`src/rtl/btn_conditioner.sv`:
```
// -----------------------------------------------------------------------------
// btn_conditioner
//
// Push-button front end for the RGB PWM brightness stage. Each raw button pin
// is polarity-normalised, passed through a 2-FF synchroniser, debounced, and
// auto-repeated by an independent per-button FSM.
//
// Ports:
//   clk        system clock
//   rst        asynchronous, active-high reset
//   btn_raw    raw button pins, asynchronous to clk
//   btn_level  debounced pressed state, 1 = pressed
//   btn_step   one-clock pulse on an accepted press and on each repeat
//   btn_hold   1 while the button is in auto-repeat
//
// Optional feature (compile-time macro BTN_ACCEL_EN):
//   When defined, each button counts its repeat steps, which are cleared on
//   entry to HOLD and saturate at 8. Once 8 repeats have occurred, the repeat
//   interval shortens to REPEAT_CYC>>2, with a floor of 2 cycles. When the
//   macro is undefined, the repeat interval is always REPEAT_CYC and no
//   counting logic is built.
//
// All *_CYC parameters must satisfy 2 <= value < 2**CNT_W.
// -----------------------------------------------------------------------------
module btn_conditioner #(
    parameter int NUM_BTN        = 6,
    parameter int CNT_W          = 24,
    parameter int DEBOUNCE_CYC   = 135000,
    parameter int HOLD_DELAY_CYC = 13500000,
    parameter int REPEAT_CYC     = 2700000,
    parameter int ACTIVE_LOW     = 1
) (
    input  logic               clk,
    input  logic               rst,
    input  logic [NUM_BTN-1:0] btn_raw,
    output logic [NUM_BTN-1:0] btn_level,
    output logic [NUM_BTN-1:0] btn_step,
    output logic [NUM_BTN-1:0] btn_hold
);

    typedef enum logic [2:0] {
        ST_IDLE     = 3'd0,
        ST_PRESS_DB = 3'd1,
        ST_HOLD     = 3'd2,
        ST_REPEAT   = 3'd3,
        ST_REL_DB   = 3'd4
    } state_t;

    // Counters compare against "period - 1" because they start at 0 on the
    // edge on which a state is entered.
    localparam logic [CNT_W-1:0] DB_LAST  = CNT_W'(DEBOUNCE_CYC - 1);
    localparam logic [CNT_W-1:0] HD_LAST  = CNT_W'(HOLD_DELAY_CYC - 1);
    localparam logic [CNT_W-1:0] RPT_LAST = CNT_W'(REPEAT_CYC - 1);
    localparam logic [CNT_W-1:0] CNT_ONE  = CNT_W'(1);

    logic [NUM_BTN-1:0] norm_s;
    logic [NUM_BTN-1:0] sync1_r;
    logic [NUM_BTN-1:0] sync2_r;

    state_t             state_r      [NUM_BTN];
    state_t             state_nxt_s  [NUM_BTN];
    logic [CNT_W-1:0]   cnt_r        [NUM_BTN];
    logic [CNT_W-1:0]   cnt_nxt_s    [NUM_BTN];
    logic [CNT_W-1:0]   rpt_last_s   [NUM_BTN];
    logic [NUM_BTN-1:0] step_evt_r;
    logic [NUM_BTN-1:0] step_evt_nxt_s;

    logic [NUM_BTN-1:0] level_s;
    logic [NUM_BTN-1:0] hold_s;

    // Normalise polarity so that 1 always means "pressed" downstream.
    always_comb begin
        if (ACTIVE_LOW != 0) begin
            norm_s = ~btn_raw;
        end else begin
            norm_s = btn_raw;
        end
    end

    // Two-stage synchroniser; clears to "not pressed".
    always_ff @(posedge clk or posedge rst) begin
        if (rst) begin
            sync1_r <= {NUM_BTN{1'b0}};
            sync2_r <= {NUM_BTN{1'b0}};
        end else begin
            sync1_r <= norm_s;
            sync2_r <= sync1_r;
        end
    end

`ifdef BTN_ACCEL_EN
    localparam int FAST_CYC = ((REPEAT_CYC >> 2) < 2) ? 2 : (REPEAT_CYC >> 2);
    localparam logic [CNT_W-1:0] FAST_LAST = CNT_W'(FAST_CYC - 1);

    logic [3:0] rep_r     [NUM_BTN];
    logic [3:0] rep_nxt_s [NUM_BTN];

    // Repeat interval per button: fast once 8 repeats have been issued.
    always_comb begin
        for (int i = 0; i < NUM_BTN; i++) begin
            if (rep_r[i] == 4'd8) begin
                rpt_last_s[i] = FAST_LAST;
            end else begin
                rpt_last_s[i] = RPT_LAST;
            end
        end
    end

    // Repeat-step count: cleared on any entry to HOLD, otherwise bumped on
    // each repeat step and saturated at 8. The press step always enters HOLD,
    // so the clear takes priority over the increment.
    always_comb begin
        for (int i = 0; i < NUM_BTN; i++) begin
            rep_nxt_s[i] = rep_r[i];
            if ((state_nxt_s[i] == ST_HOLD) && (state_r[i] != ST_HOLD)) begin
                rep_nxt_s[i] = 4'd0;
            end else if (step_evt_nxt_s[i] && (rep_r[i] != 4'd8)) begin
                rep_nxt_s[i] = rep_r[i] + 4'd1;
            end else begin
                rep_nxt_s[i] = rep_r[i];
            end
        end
    end

    // Repeat-step count register.
    always_ff @(posedge clk or posedge rst) begin
        if (rst) begin
            for (int i = 0; i < NUM_BTN; i++) begin
                rep_r[i] <= 4'd0;
            end
        end else begin
            for (int i = 0; i < NUM_BTN; i++) begin
                rep_r[i] <= rep_nxt_s[i];
            end
        end
    end
`else
    // Fixed repeat interval.
    always_comb begin
        for (int i = 0; i < NUM_BTN; i++) begin
            rpt_last_s[i] = RPT_LAST;
        end
    end
`endif

    // State register: FSM state, cycle counter and pending step event.
    always_ff @(posedge clk or posedge rst) begin
        if (rst) begin
            for (int i = 0; i < NUM_BTN; i++) begin
                state_r[i] <= ST_IDLE;
                cnt_r[i]   <= {CNT_W{1'b0}};
            end
            step_evt_r <= {NUM_BTN{1'b0}};
        end else begin
            for (int i = 0; i < NUM_BTN; i++) begin
                state_r[i] <= state_nxt_s[i];
                cnt_r[i]   <= cnt_nxt_s[i];
            end
            step_evt_r <= step_evt_nxt_s;
        end
    end

    // Next-state logic. A step event is flagged on the transition edge itself
    // and surfaces one clock later through the output register.
    always_comb begin
        for (int i = 0; i < NUM_BTN; i++) begin
            state_nxt_s[i]    = state_r[i];
            cnt_nxt_s[i]      = cnt_r[i];
            step_evt_nxt_s[i] = 1'b0;
            case (state_r[i])
                ST_IDLE: begin
                    cnt_nxt_s[i] = {CNT_W{1'b0}};
                    if (sync2_r[i]) begin
                        state_nxt_s[i] = ST_PRESS_DB;
                    end else begin
                        state_nxt_s[i] = ST_IDLE;
                    end
                end
                ST_PRESS_DB: begin
                    if (!sync2_r[i]) begin
                        state_nxt_s[i] = ST_IDLE;
                        cnt_nxt_s[i]   = {CNT_W{1'b0}};
                    end else if (cnt_r[i] == DB_LAST) begin
                        state_nxt_s[i]    = ST_HOLD;
                        cnt_nxt_s[i]      = {CNT_W{1'b0}};
                        step_evt_nxt_s[i] = 1'b1;
                    end else begin
                        cnt_nxt_s[i] = cnt_r[i] + CNT_ONE;
                    end
                end
                ST_HOLD: begin
                    if (!sync2_r[i]) begin
                        state_nxt_s[i] = ST_REL_DB;
                        cnt_nxt_s[i]   = {CNT_W{1'b0}};
                    end else if (cnt_r[i] == HD_LAST) begin
                        state_nxt_s[i]    = ST_REPEAT;
                        cnt_nxt_s[i]      = {CNT_W{1'b0}};
                        step_evt_nxt_s[i] = 1'b1;
                    end else begin
                        cnt_nxt_s[i] = cnt_r[i] + CNT_ONE;
                    end
                end
                ST_REPEAT: begin
                    if (!sync2_r[i]) begin
                        state_nxt_s[i] = ST_REL_DB;
                        cnt_nxt_s[i]   = {CNT_W{1'b0}};
                    end else if (cnt_r[i] == rpt_last_s[i]) begin
                        cnt_nxt_s[i]      = {CNT_W{1'b0}};
                        step_evt_nxt_s[i] = 1'b1;
                    end else begin
                        cnt_nxt_s[i] = cnt_r[i] + CNT_ONE;
                    end
                end
                ST_REL_DB: begin
                    // A bounce back to pressed re-arms the hold delay
                    // without issuing a fresh press step.
                    if (sync2_r[i]) begin
                        state_nxt_s[i] = ST_HOLD;
                        cnt_nxt_s[i]   = {CNT_W{1'b0}};
                    end else if (cnt_r[i] == DB_LAST) begin
                        state_nxt_s[i] = ST_IDLE;
                        cnt_nxt_s[i]   = {CNT_W{1'b0}};
                    end else begin
                        cnt_nxt_s[i] = cnt_r[i] + CNT_ONE;
                    end
                end
                default: begin
                    state_nxt_s[i] = ST_IDLE;
                    cnt_nxt_s[i]   = {CNT_W{1'b0}};
                end
            endcase
        end
    end

    // Output decode from the current state.
    always_comb begin
        for (int i = 0; i < NUM_BTN; i++) begin
            case (state_r[i])
                ST_HOLD: begin
                    level_s[i] = 1'b1;
                    hold_s[i]  = 1'b0;
                end
                ST_REPEAT: begin
                    level_s[i] = 1'b1;
                    hold_s[i]  = 1'b1;
                end
                ST_REL_DB: begin
                    level_s[i] = 1'b1;
                    hold_s[i]  = 1'b0;
                end
                default: begin
                    level_s[i] = 1'b0;
                    hold_s[i]  = 1'b0;
                end
            endcase
        end
    end

    // Registered outputs; reset forces them low immediately.
    always_ff @(posedge clk or posedge rst) begin
        if (rst) begin
            btn_level <= {NUM_BTN{1'b0}};
            btn_step  <= {NUM_BTN{1'b0}};
            btn_hold  <= {NUM_BTN{1'b0}};
        end else begin
            btn_level <= level_s;
            btn_step  <= step_evt_r;
            btn_hold  <= hold_s;
        end
    end

endmodule

```
`config.mk`:
```
export PLATFORM = sky130hd
export DESIGN_NAME = btn_conditioner
export DESIGN_NICKNAME = d
export VERILOG_FILES = /design/src/rtl/btn_conditioner.sv
export SDC_FILE = /design/constraint.sdc
export NUM_CORES = 1
export LEC_CHECK = 0
export CAP_MARGIN = 40
export CORE_MARGIN = 5
export CORE_UTILIZATION = 65
export DETAILED_ROUTE_END_ITERATION = 8
export PLACE_DENSITY = 0.94
export SLEW_MARGIN = 20
export SYNTH_ARGS = -nofsm -noshare
export SYNTH_HDL_FRONTEND = slang
export SYNTH_SLANG_ARGS = --single-unit
```
`constraint.sdc`:
```
create_clock -name clk -period 19.6 [get_ports clk]
set_input_delay 2.94 -clock clk [delete_from_list [all_inputs] [get_ports clk]]
set_output_delay 2.94 -clock clk [all_outputs]
set_load 0.005 [all_outputs]
```
==> metrics.md, run 1 <==
| Metric | Value |
|---|---|
| Status | finished, final reports clean |
| Main combinational cell family by area after synthesis | simple AND/OR/NAND/NOR gates |
| Static Leak | 0.004396 uW |
| Worst r2r src | cnt_r[48]$_DFF_PP0_ |
| PwrDens | 69.57 mW/mm2 |
| RSZ-0062 raised after global routing | false |
| CTS Hold Bufs | 0 |
| Worst-margin pin slew | 0.8848 ns |
| Post-synthesis compound-gate area fraction | 4.386% |
| Highest metal used | met4 |
| Root buf cell | clkbuf_16 |
| Slowest stage cell on the critical path | clkdlybuf4s50_1 |
| Final net count | 1077 |
| Metal3 WL | 1247 um |
| Final Hold Viols | 0 |
| Period minus WS final | 4.253 ns |
| Die height | 134.5 um |
| DR WL met2 | 11350 um |
| Layout cells sized above 1 | 6.326% |
| HP Class | reg2reg |
| Max cap viols | 0 |
| Total number of vias | 8006 |
| Wire per inst | 17.64 um |
| Endpoints failing setup | 0 |
| Wl on met1 | 9013 um |
| XOR/XNOR Fraction of Synth Area | 11.39% |
| CP max FO | 1 |
| Critical path launch point type | flip-flop |
| Worst Skew | 0.008093 ns |
| Period Utilization, post-route | 21.70% |
| Final Max Slew Viols | 0 |
| FFs w/ async S/R, synth | 100.0% |
| Flop2flop setup slack | 16.66 ns |
| CP peak stage delay | 0.52 ns |
| Post-DP HPWL | 13630 um |
| CTS H-tree lvls | 4 |
| Antenna viol nets, final | 0 |
| Port-buffer cells | 25 |
| Starting utilization of the core area | 66.25% |
| Iter 0 DRT Violations | 830 |
| Vias per cell | 6.339 |
| CP delay by family, top | buffers and inverters |
| Postcts setup bufs | 0 |
| Std cell rows | 45 |
| Hold Path Sink | btn_step[0]$_DFF_PP0_ |
| DRT Wirelength | 22280 um |
| Syn nets | 1056 |
| Total grt overflow | 0 |
| CP endpoint kind | primary output |
| Largest area contributor in the netlist | dfrtp_1 |
| RD Place Congestion | 0.9010 |
| Ports | 26 |
| Largest vdd supply drop | 0.06143 mV |
| Final setup margin | 15.35 ns |
| Worst skew pair latency | 0.44 ns |
| Min-delay src | step_evt_r[0]$_DFF_PP0_ |
| Vias in the first global route | 7869 |
| Register area share after synthesis | 49.20% |
| CTS clock-pin slew for the worst setup and hold paths | 0.07 ns |
| # DRC | 0 |
| Syn. warnings | 0 |
| Cell area after synthesis | 0.01007 mm2 |
| Pre-CTS setup slack | 14.81 ns |
| Hold Path Stages | 0 |
| Initial antenna violation count | 0 |
| # diodes | 0 |
| TritonCTS clock tree | done |
| Worst R2R Path Depth | 7 |
| Critical path arrival | 1.31 ns |
| Worst path buffer plus inverter count | 1 |
| Fill count | 936 |
| Die X | 134.5 um |
| Crit path kind | reg2out |
| Adder-cell share of the synthesized area | 0.7454% |
| Area share of the largest cell type after synthesis | 49.20% |
| Die area | 0.01808 mm2 |
| Post-synth top flop | dfrtp_1 |
| Max frequency | 235.1 MHz |
| Core ar. | 0.01520 mm2 |
| Synth cell types | 65 |
| Avg Cell Area, Syn | 9.665 um2 |
| Post-Synthesis Cells | 1042 |
| Normalized max-slew margin | 40.47% |
| Inserted Clock Buffers | 17 |
| Mux cell area share after synthesis | 0.09939% |
| Total track usage | 25.30% |
| Seq cells post-synth | 198 |
| Simple-gate share of the synthesized area | 31.27% |
| CTS Sinks | 198 |
| Post-synth EDFFs | 0 |
| Post-CTS sizing | 0 |
| Largest net degree at the start of global routing | 122 |
| Reg-to-reg critical path endpoint | cnt_r[54]$_DFF_PP0_ |
| Synth-to-Final Area Change | 9.827% |
| Global-route wire length before repair | 37520 um |
| WP data required | 16.66 ns |
| Setup TNS Final | 0 ns |
| Pre-Repair DR Iteration Count | 7 |
| Longest Clk Path Bufs | 2 |
| Synth area leaders | dfrtp_1 (49%), nor2_1 (7.2%), xor2_1 (5.8%) |
| CP Cell Sequence | clkdlybuf4s50_1 |
==> cell usage in the layout, fill, tap and decap left out, drive strengths merged, types with 13 or more instances in the layout <==
cell	count
and4	16
a21oi	16
and3	14
clkbuf	24
clkdlybuf4s50	25
nor3b	13
nor4	29
xnor2	64
inv	29
nand4	45
nor2b	18
xor2	67
nor3	29
dfrtp	198
nor2	192
nand3	66
nand2	69
==> cell type report <==
cell class	instances	area, um2	share of cell area (%)
Tap cell	188	235.2	2.127
Sequential cell	198	4955	44.80
Inverter	29	116.4	1.052
Clock buffer	22	474.2	4.287
Timing Repair Buffer	37	379.1	3.428
Multi-Input combinational cell	780	4823	43.61
Clock inverter	9	77.57	0.7014
==> layer usage <==
metal / GRT usage [%] / vias to the layer above
met2: 43.13 / 344
li1: - / 3663
met3: 4.918 / 90
met5: 0 / -
met4: 9.729 / 0
met1: 32.21 / 3909
==> state kept, by name, summed over array words and instances (netlist names) <==
| signal | count |
|---|---|
| step_evt_r | 6 |
| cnt_r | 144 |
| sync1_r | 6 |
| state_r | 18 |
| btn_hold | 6 |
| btn_level | 6 |
| btn_step | 6 |
| sync2_r | 6 |
==> how the worst max path moves through the flow <==
stage | from | to | slack [ns] | cells past startpoint
after floorplan | rst | btn_hold[0]$_DFF_PP0_ | 11.26 | 1
after global placement | rst | cnt_r[35]$_DFF_PP0_ | 14.57 | 3
after detailed placement | rst | sync1_r[3]$_DFF_PP0_ | 14.81 | 4
after CTS | rst | cnt_r[5]$_DFF_PP0_ | 15.28 | 4
after global routing | btn_level[0]$_DFF_PP0_ | btn_level[0] | 15.31 | 1
final | btn_level[0]$_DFF_PP0_ | btn_level[0] | 15.35 | 1
==> synthesized netlist by cell type, types with 8 or more instances <==
master and count:
a21oi_1 16, and2_1 11, and3_1 14, and4_1 16, buf_2 12, clkbuf_1 17
dfrtp_1 198, inv_1 29, nand2_1 69, nand2b_1 9, nand3_1 66, nand3b_1 8
nand4_1 45, nor2_1 192, nor2b_1 18, nor3_1 28, nor3b_1 13, nor4_1 27
or2_2 10, or3_1 8, or4_1 9, xnor2_1 64, xor2_1 67
==> per-stage QoR <==
| step | power [uW] | instance area [um2] | hold WS (ns) | util [%] | cells |
|---|---|---|---|---|---|
| after global routing | 793.0 | 11060 | 0.3513 | 72.76 | 1263 |
| after CTS | 770.5 | 10990 | 0.3483 | 72.27 | 1256 |
| after detailed placement | 444.1 | 10440 | 0.3347 | 68.64 | 1225 |
| after floorplan | 437.9 | 10070 | 0.3312 | - | 1042 |
| after global placement | 442.5 | 10400 | 0.3316 | 68.43 | 1223 |
| final | 769.4 | 11060 | 0.3433 | 72.76 | 1263 |
==> cell families after synthesis <==
kind of cell	count (synthesis)
simple gates	587
flops	198
fa+ha+maj	6
compound gates	55
buf+inv	64
xor+xnor	131
mux	1
==> report_power, final <==
part | total (uW) | internal (uW) | leakage [uW] | switching, uW
registers | 416 | 412 | 0.00272 | 3.96
clock network | 332 | 183 | 0.000279 | 148
logic | 22.2 | 6.58 | 0.00140 | 15.6
(Power assumes the default switching activity.)
==> run 2, diff against run 1 <==
--- a/config.mk
+++ b/config.mk
@@ -7,9 +7,9 @@
 export LEC_CHECK = 0
 export CAP_MARGIN = 40
 export CORE_MARGIN = 5
-export CORE_UTILIZATION = 65
+export CORE_UTILIZATION = 56
 export DETAILED_ROUTE_END_ITERATION = 8
-export PLACE_DENSITY = 0.94
+export PLACE_DENSITY = 0.87
 export SLEW_MARGIN = 20
 export SYNTH_ARGS = -nofsm -noshare
 export SYNTH_HDL_FRONTEND = slang
==> constraint.sdc (replaced) <==
create_clock -name clk -period 3.5 [get_ports clk]
set_input_delay 0.525 -clock clk [delete_from_list [all_inputs] [get_ports clk]]
set_output_delay 0.525 -clock clk [all_outputs]
set_load 0.005 [all_outputs]
==> run 2 against run 1 <==
Design area up 1.1%. Sequential share of layout area down 0.49 points. Total power increased to 5.9 times the previous value. Register-to-register slack got worse by 16 ns. Global-route usage down 5.5 points. Largest cell class unchanged. Highest routed layer unchanged.
==> metrics.md, run 2 (synthesized netlist as in run 1, its figures left out) <==
| Metric | Value |
|---|---|
| Pre-CTS setup slack | 0.9056 ns |
| DRT Wirelength | 19860 um |
| CTS H-tree lvls | 4 |
| # diodes | 0 |
| Starting utilization of the core area | 56.45% |
| Area used by multi-input combinational logic | 0.004823 mm2 |
| Post-Place Cell Area | 0.01053 mm2 |
| Die height | 144.1 um |
| Register area | 0.004955 mm2 |
| Crit path depth | 7 |
| CP endpoint kind | flip-flop |
| Inserted Clock Buffers | 17 |
| Period minus WS final | 2.617 ns |
| Worst R2R Path Depth | 7 |
| Die X | 144.1 um |
| Global-route wire length before repair | 33910 um |
| CTS Sinks | 198 |
| HP Class | reg2reg |
| Commonest non-fill, non-tap cell in the layout | dfrtp_1 |
| CP Cell Sequence | ha_1, or4b_4, nor3_4, a311oi_1, a211oi_2, buf_4, nor2_1 |
| Normalized max-slew margin | 36.98% |
| WP data required | 3.81 ns |
| Port-buffer cells | 25 |
| Max FFs per register | 144 |
| Max frequency | 382.2 MHz |
| Core ar. | 0.01784 mm2 |
| Root buf cell | clkbuf_16 |
| CP max FO | 15 |
| Critical path arrival | 2.93 ns |
| CP peak stage delay | 0.62 ns |
| Endpoints failing setup | 0 |
| Std cell rows | 49 |
| Wl on met1 | 8732 um |
| Crit path kind | reg2reg |
| Total grt overflow | 0 |
| Worst skew pair latency | 0.43 ns |
| Hold Path Stages | 0 |
| Final setup margin | 0.8834 ns |
| Highest metal used | met4 |
| TritonCTS clock tree | done |
| CTS Hold Bufs | 0 |
| Post-DP HPWL | 13160 um |
| Total number of vias | 7730 |
| RSZ-0062 raised after global routing | false |
| PwrDens | 408.5 mW/mm2 |
| Final Instance Area | 0.01118 mm2 |
| Top Registers | cnt_r (144), state_r (18) |
| Postcts setup bufs | 0 |
| Synth-to-Final Area Change | 11.04% |
| Antenna viol nets, final | 0 |
| RD Place Congestion | 0.8989 |
| Iter 0 DRT Violations | 682 |
| Ports | 26 |
| Vias per cell | 5.932 |
| # DRC | 0 |
| Largest net degree at the start of global routing | 61 |
| Critical path launch point type | flip-flop |
| Final net count | 1077 |
| Most frequent cells in the layout | dfrtp_1 (198), nor2_1 (192), nand2_1 (69) |
| Die area | 0.02077 mm2 |
| Largest Register | cnt_r |
| Layout cells sized above 1 | 6.425% |
| Setup TNS Final | 0 ns |
| Longest Clk Path Bufs | 2 |
| Total track usage | 19.79% |
| Static Leak | 0.004412 uW |
| Slowest stage cell on the critical path | a211oi_2 |
| Status | finished, final reports clean |
| Max cap viols | 0 |
| Final Hold Viols | 0 |
| Final Max Slew Viols | 0 |
| Fin Hold WS | 0.3489 ns |
| Metal3 WL | 1059 um |
| Worst Skew | 0.01141 ns |
| Pre-Repair DR Iteration Count | 6 |
| Largest vdd supply drop | 0.3848 mV |
| Worst-margin pin slew | 0.9367 ns |
| Period Utilization, post-route | 74.76% |
| CTS clock-pin slew for the worst setup and hold paths | 0.07 ns |
| Worst path buffer plus inverter count | 1 |
| Initial antenna violation count | 0 |
| Post-CTS sizing | 0 |
| Fill count | 1328 |
| DR WL met2 | 9729 um |
| CP delay by family, top | compound AO/OA/AOI/OAI gates |
| Wire per inst | 15.24 um |
| Vias in the first global route | 7334 |
==> run 2: cell count changes in the layout (fill, tap and decap cells not counted), sizes merged <==
cell      previous run  this run
clkinv               8         3
inv                 29        30
bufinv               1         5
clkinvlp             0         3
buf                 10         9
clkbuf              24        21
==> run 2: final cells by class <==
| class | instances | share of cell area, % |
|---|---|---|
| Sequential cell | 198 | 44.31 |
| Tap cell | 229 | 2.562 |
| Inverter | 29 | 1.007 |
| Clock inverter | 12 | 1.801 |
| Multi-Input combinational cell | 780 | 43.13 |
| Timing Repair Buffer | 37 | 3.267 |
| Clock buffer | 18 | 3.927 |
==> run 2: routing by layer <==
metal	up-vias	GRT usage [%]
met5	-	0
met4	0	6.442
met3	38	3.638
met2	266	32.88
met1	3761	26.43
li1	3665	-
==> run 2: path summary, 6_finish.rpt <==
path	from	endpoint	slack [ns]
worst max-delay path	cnt_r[72]$_DFF_PP0_	cnt_r[95]$_DFF_PP0_	0.88
worst min-delay path	sync1_r[4]$_DFF_PP0_	sync2_r[4]$_DFF_PP0_	0.35
worst max register to register	cnt_r[72]$_DFF_PP0_	cnt_r[95]$_DFF_PP0_	0.88
worst min register to register	sync1_r[4]$_DFF_PP0_	sync2_r[4]$_DFF_PP0_	0.35
max in group asynchronous	rst	cnt_r[123]$_DFF_PP0_	2.29
min in group asynchronous	rst	cnt_r[22]$_DFF_PP0_	0.52
==> run 2: worst register-to-register path, delay by kind of cell, from the launching register on <==
| family | cells | cell delay, ns |
|---|---|---|
| AOI/OAI and AO/OA | 2 | 0.79 |
| and+or+nand+nor | 3 | 0.77 |
| DFF | 1 | 0.40 |
| buffers and inverters | 1 | 0.32 |
| adders and majority gates | 1 | 0.22 |
==> run 2: metrics by stage <==
stage | std cells | utilization (%) | total power (uW)
after floorplan | 1042 | - | 2453
after global placement | 1268 | 58.95 | 2488
after detailed placement | 1270 | 59.01 | 2492
after CTS | 1300 | 62.60 | 4602
after global routing | 1303 | 62.68 | 4710
final | 1303 | 62.68 | 4568
==> run 2: report_power, final <==
| part | switching, uW | total [uW] | leakage (uW) | internal, uW |
|---|---|---|---|---|
| Combinational | 84.4 | 119 | 0.00138 | 35.0 |
| Sequential | 21.8 | 2330 | 0.00272 | 2300 |
| Clock | 840 | 2120 | 0.000309 | 1280 |
==> run 3, diff against run 2 <==
--- a/config.mk
+++ b/config.mk
@@ -7,9 +7,9 @@
 export LEC_CHECK = 0
 export CAP_MARGIN = 40
 export CORE_MARGIN = 5
-export CORE_UTILIZATION = 56
+export CORE_UTILIZATION = 62
 export DETAILED_ROUTE_END_ITERATION = 8
-export PLACE_DENSITY = 0.87
+export PLACE_DENSITY = 0.91
 export SLEW_MARGIN = 20
 export SYNTH_ARGS = -nofsm -noshare
 export SYNTH_HDL_FRONTEND = slang
==> constraint.sdc (replaced) <==
create_clock -name clk -period 2.63 [get_ports clk]
set_input_delay 0.3945 -clock clk [delete_from_list [all_inputs] [get_ports clk]]
set_output_delay 0.3945 -clock clk [all_outputs]
set_load 0.005 [all_outputs]
==> run 3 against run 2 <==
Sequential power up 33%. Die area down 9.0%. Clock skew down 0.0040 ns. Critical path depth is the same. Hold slack got worse by 0.12 ns. First-iteration DRC count decreased by 17%. Largest cell class unchanged. Largest power group unchanged.
==> metrics.md, run 3 (synthesized netlist as in run 1, its figures left out) <==
| Metric | Value |
|---|---|
| Area used by multi-input combinational logic | 0.004830 mm2 |
| Postcts setup bufs | 0 |
| # diodes | 0 |
| Period Utilization, post-route | 90.26% |
| Port-buffer cells | 25 |
| Largest vdd supply drop | 0.4697 mV |
| Post-Place Cell Area | 0.01059 mm2 |
| Largest net degree at the start of global routing | 95 |
| Worst skew pair latency | 0.43 ns |
| Final design utilization | 70.28% |
| Finished Layout Cells | 1299 |
| Antenna viol nets, final | 0 |
| Largest Register | cnt_r |
| Total track usage | 22.79% |
| Iter 0 DRT Violations | 569 |
| Dpl cells | 1267 |
| Worst-margin pin slew | 0.7188 ns |
| RD Place Congestion | 0.8905 |
| Endpoints failing setup | 0 |
| CP endpoint kind | flip-flop |
| Core ar. | 0.01589 mm2 |
| Status | finished, final reports clean |
| Vias in the first global route | 7555 |
| Ports | 26 |
| Commonest non-fill, non-tap cell in the layout | dfrtp_1 |
| Critical path launch point type | flip-flop |
| Post-DP HPWL | 13240 um |
| CTS Hold Bufs | 0 |
| Critical path arrival | 2.68 ns |
| Total grt overflow | 0 |
| PwrDens | 514.8 mW/mm2 |
| Top Registers | cnt_r (144), state_r (18) |
| Total number of vias | 7804 |
| Static Leak | 0.004400 uW |
| Fill count | 1114 |
| Layout cells sized above 1 | 7.110% |
| Setup TNS Final | 0 ns |
| Wire per inst | 15.60 um |
| Pre-Repair DR Iteration Count | 5 |
| Initial antenna violation count | 0 |
| Final Instance Area | 0.01116 mm2 |
| Global-route wire length before repair | 35280 um |
| # DRC | 0 |
| Max cap viols | 0 |
| Fin Hold WS | 0.2336 ns |
| WP data required | 2.94 ns |
| Die area | 0.01889 mm2 |
| Synth-to-Final Area Change | 10.86% |
| CTS clock-pin slew for the worst setup and hold paths | 0.07 ns |
| Period minus WS final | 2.374 ns |
| Final Max Slew Viols | 0 |
| Root buf cell | clkbuf_16 |
| Post-CTS sizing | 0 |
| CP max FO | 24 |
| Die X | 137.5 um |
| Max frequency | 421.2 MHz |
| Inserted Clock Buffers | 17 |
| Worst Skew | 0.007398 ns |
| HP Class | in2async |
| Final Hold Viols | 0 |
| Final net count | 1084 |
| CTS Sinks | 198 |
| TritonCTS clock tree | done |
| Crit path kind | reg2reg |
| CTS H-tree lvls | 4 |
| Register area | 0.004955 mm2 |
| Longest Clk Path Bufs | 2 |
| Vias per cell | 6.008 |
| Max FFs per register | 144 |
| DRT Wirelength | 20270 um |
| Starting utilization of the core area | 63.40% |
| Most frequent cells in the layout | dfrtp_1 (198), nor2_1 (192), nand2_1 (69) |
| Std cell rows | 46 |
| RSZ-0062 raised after global routing | false |
| Normalized max-slew margin | 51.64% |
| Die height | 137.5 um |
## run 3: changes by cell type in the layout (fill, tap and decap cells not counted), sizes merged
cell / before / now
buf: 9 / 19
clkbuf: 21 / 20
clkinvlp: 3 / 6
inv: 30 / 31
bufinv: 5 / 1
## run 3: final cells by class
cell class	instances	share of cell area [%]
Clock inverter	12	1.076
Inverter	29	1.009
Multi-Input combinational cell	780	43.26
Clock buffer	20	4.001
Timing Repair Buffer	44	3.855
Sequential cell	198	44.38
Tap cell	216	2.421
## run 3: stage by stage
step	setup WS, ns	total power, uW
6_report	0.2561	5748
5_1_grt	0.07625	5934
4_1_cts	0.1759	5783
3_5_place_dp	0.1880	3322
3_3_place_gp	0.3315	3316
2_1_floorplan	-0.3249	3264
## run 3: per-layer routing
layer,track usage (%),part of all wire [%]
met5,0,0
met4,7.373,1.7
met3,3.725,4.7
met2,39.05,51
met1,29.69,43
## run 3: worst max-delay path, cell delays in order (launching register included)
cell and delay [ns]:
dfrtp_1 0.43, ha_1 0.28, or3b_1 0.43, nor4_2 0.33
o21ai_1 0.15, a32oi_2 0.24, buf_4 0.29, nor2_1 0.10
## run 3: final timing paths
check / startpoint / to / slack (ns) / depth (start not counted)
hold reg to reg: step_evt_r[0]$_DFF_PP0_ / btn_step[0]$_DFF_PP0_ / 0.35 / 0
min in group clk: step_evt_r[0]$_DFF_PP0_ / btn_step[0]$_DFF_PP0_ / 0.35 / 0
max in group asynchronous: rst / cnt_r[59]$_DFF_PP0_ / 1.66 / 3
setup / recovery: cnt_r[48]$_DFF_PP0_ / cnt_r[69]$_DFF_PP0_ / 0.26 / 7
hold / removal: rst / btn_step[1]$_DFF_PP0_ / 0.23 / 2
setup reg to reg: cnt_r[48]$_DFF_PP0_ / cnt_r[69]$_DFF_PP0_ / 0.26 / 7
## run 3: where the power goes
part	switching [uW]	total, uW	leakage (uW)	internal (uW)
Combinational	115	167	0.00142	51.7
Sequential	29.3	3100	0.00272	3070
Clock	1140	2490	0.000260	1340
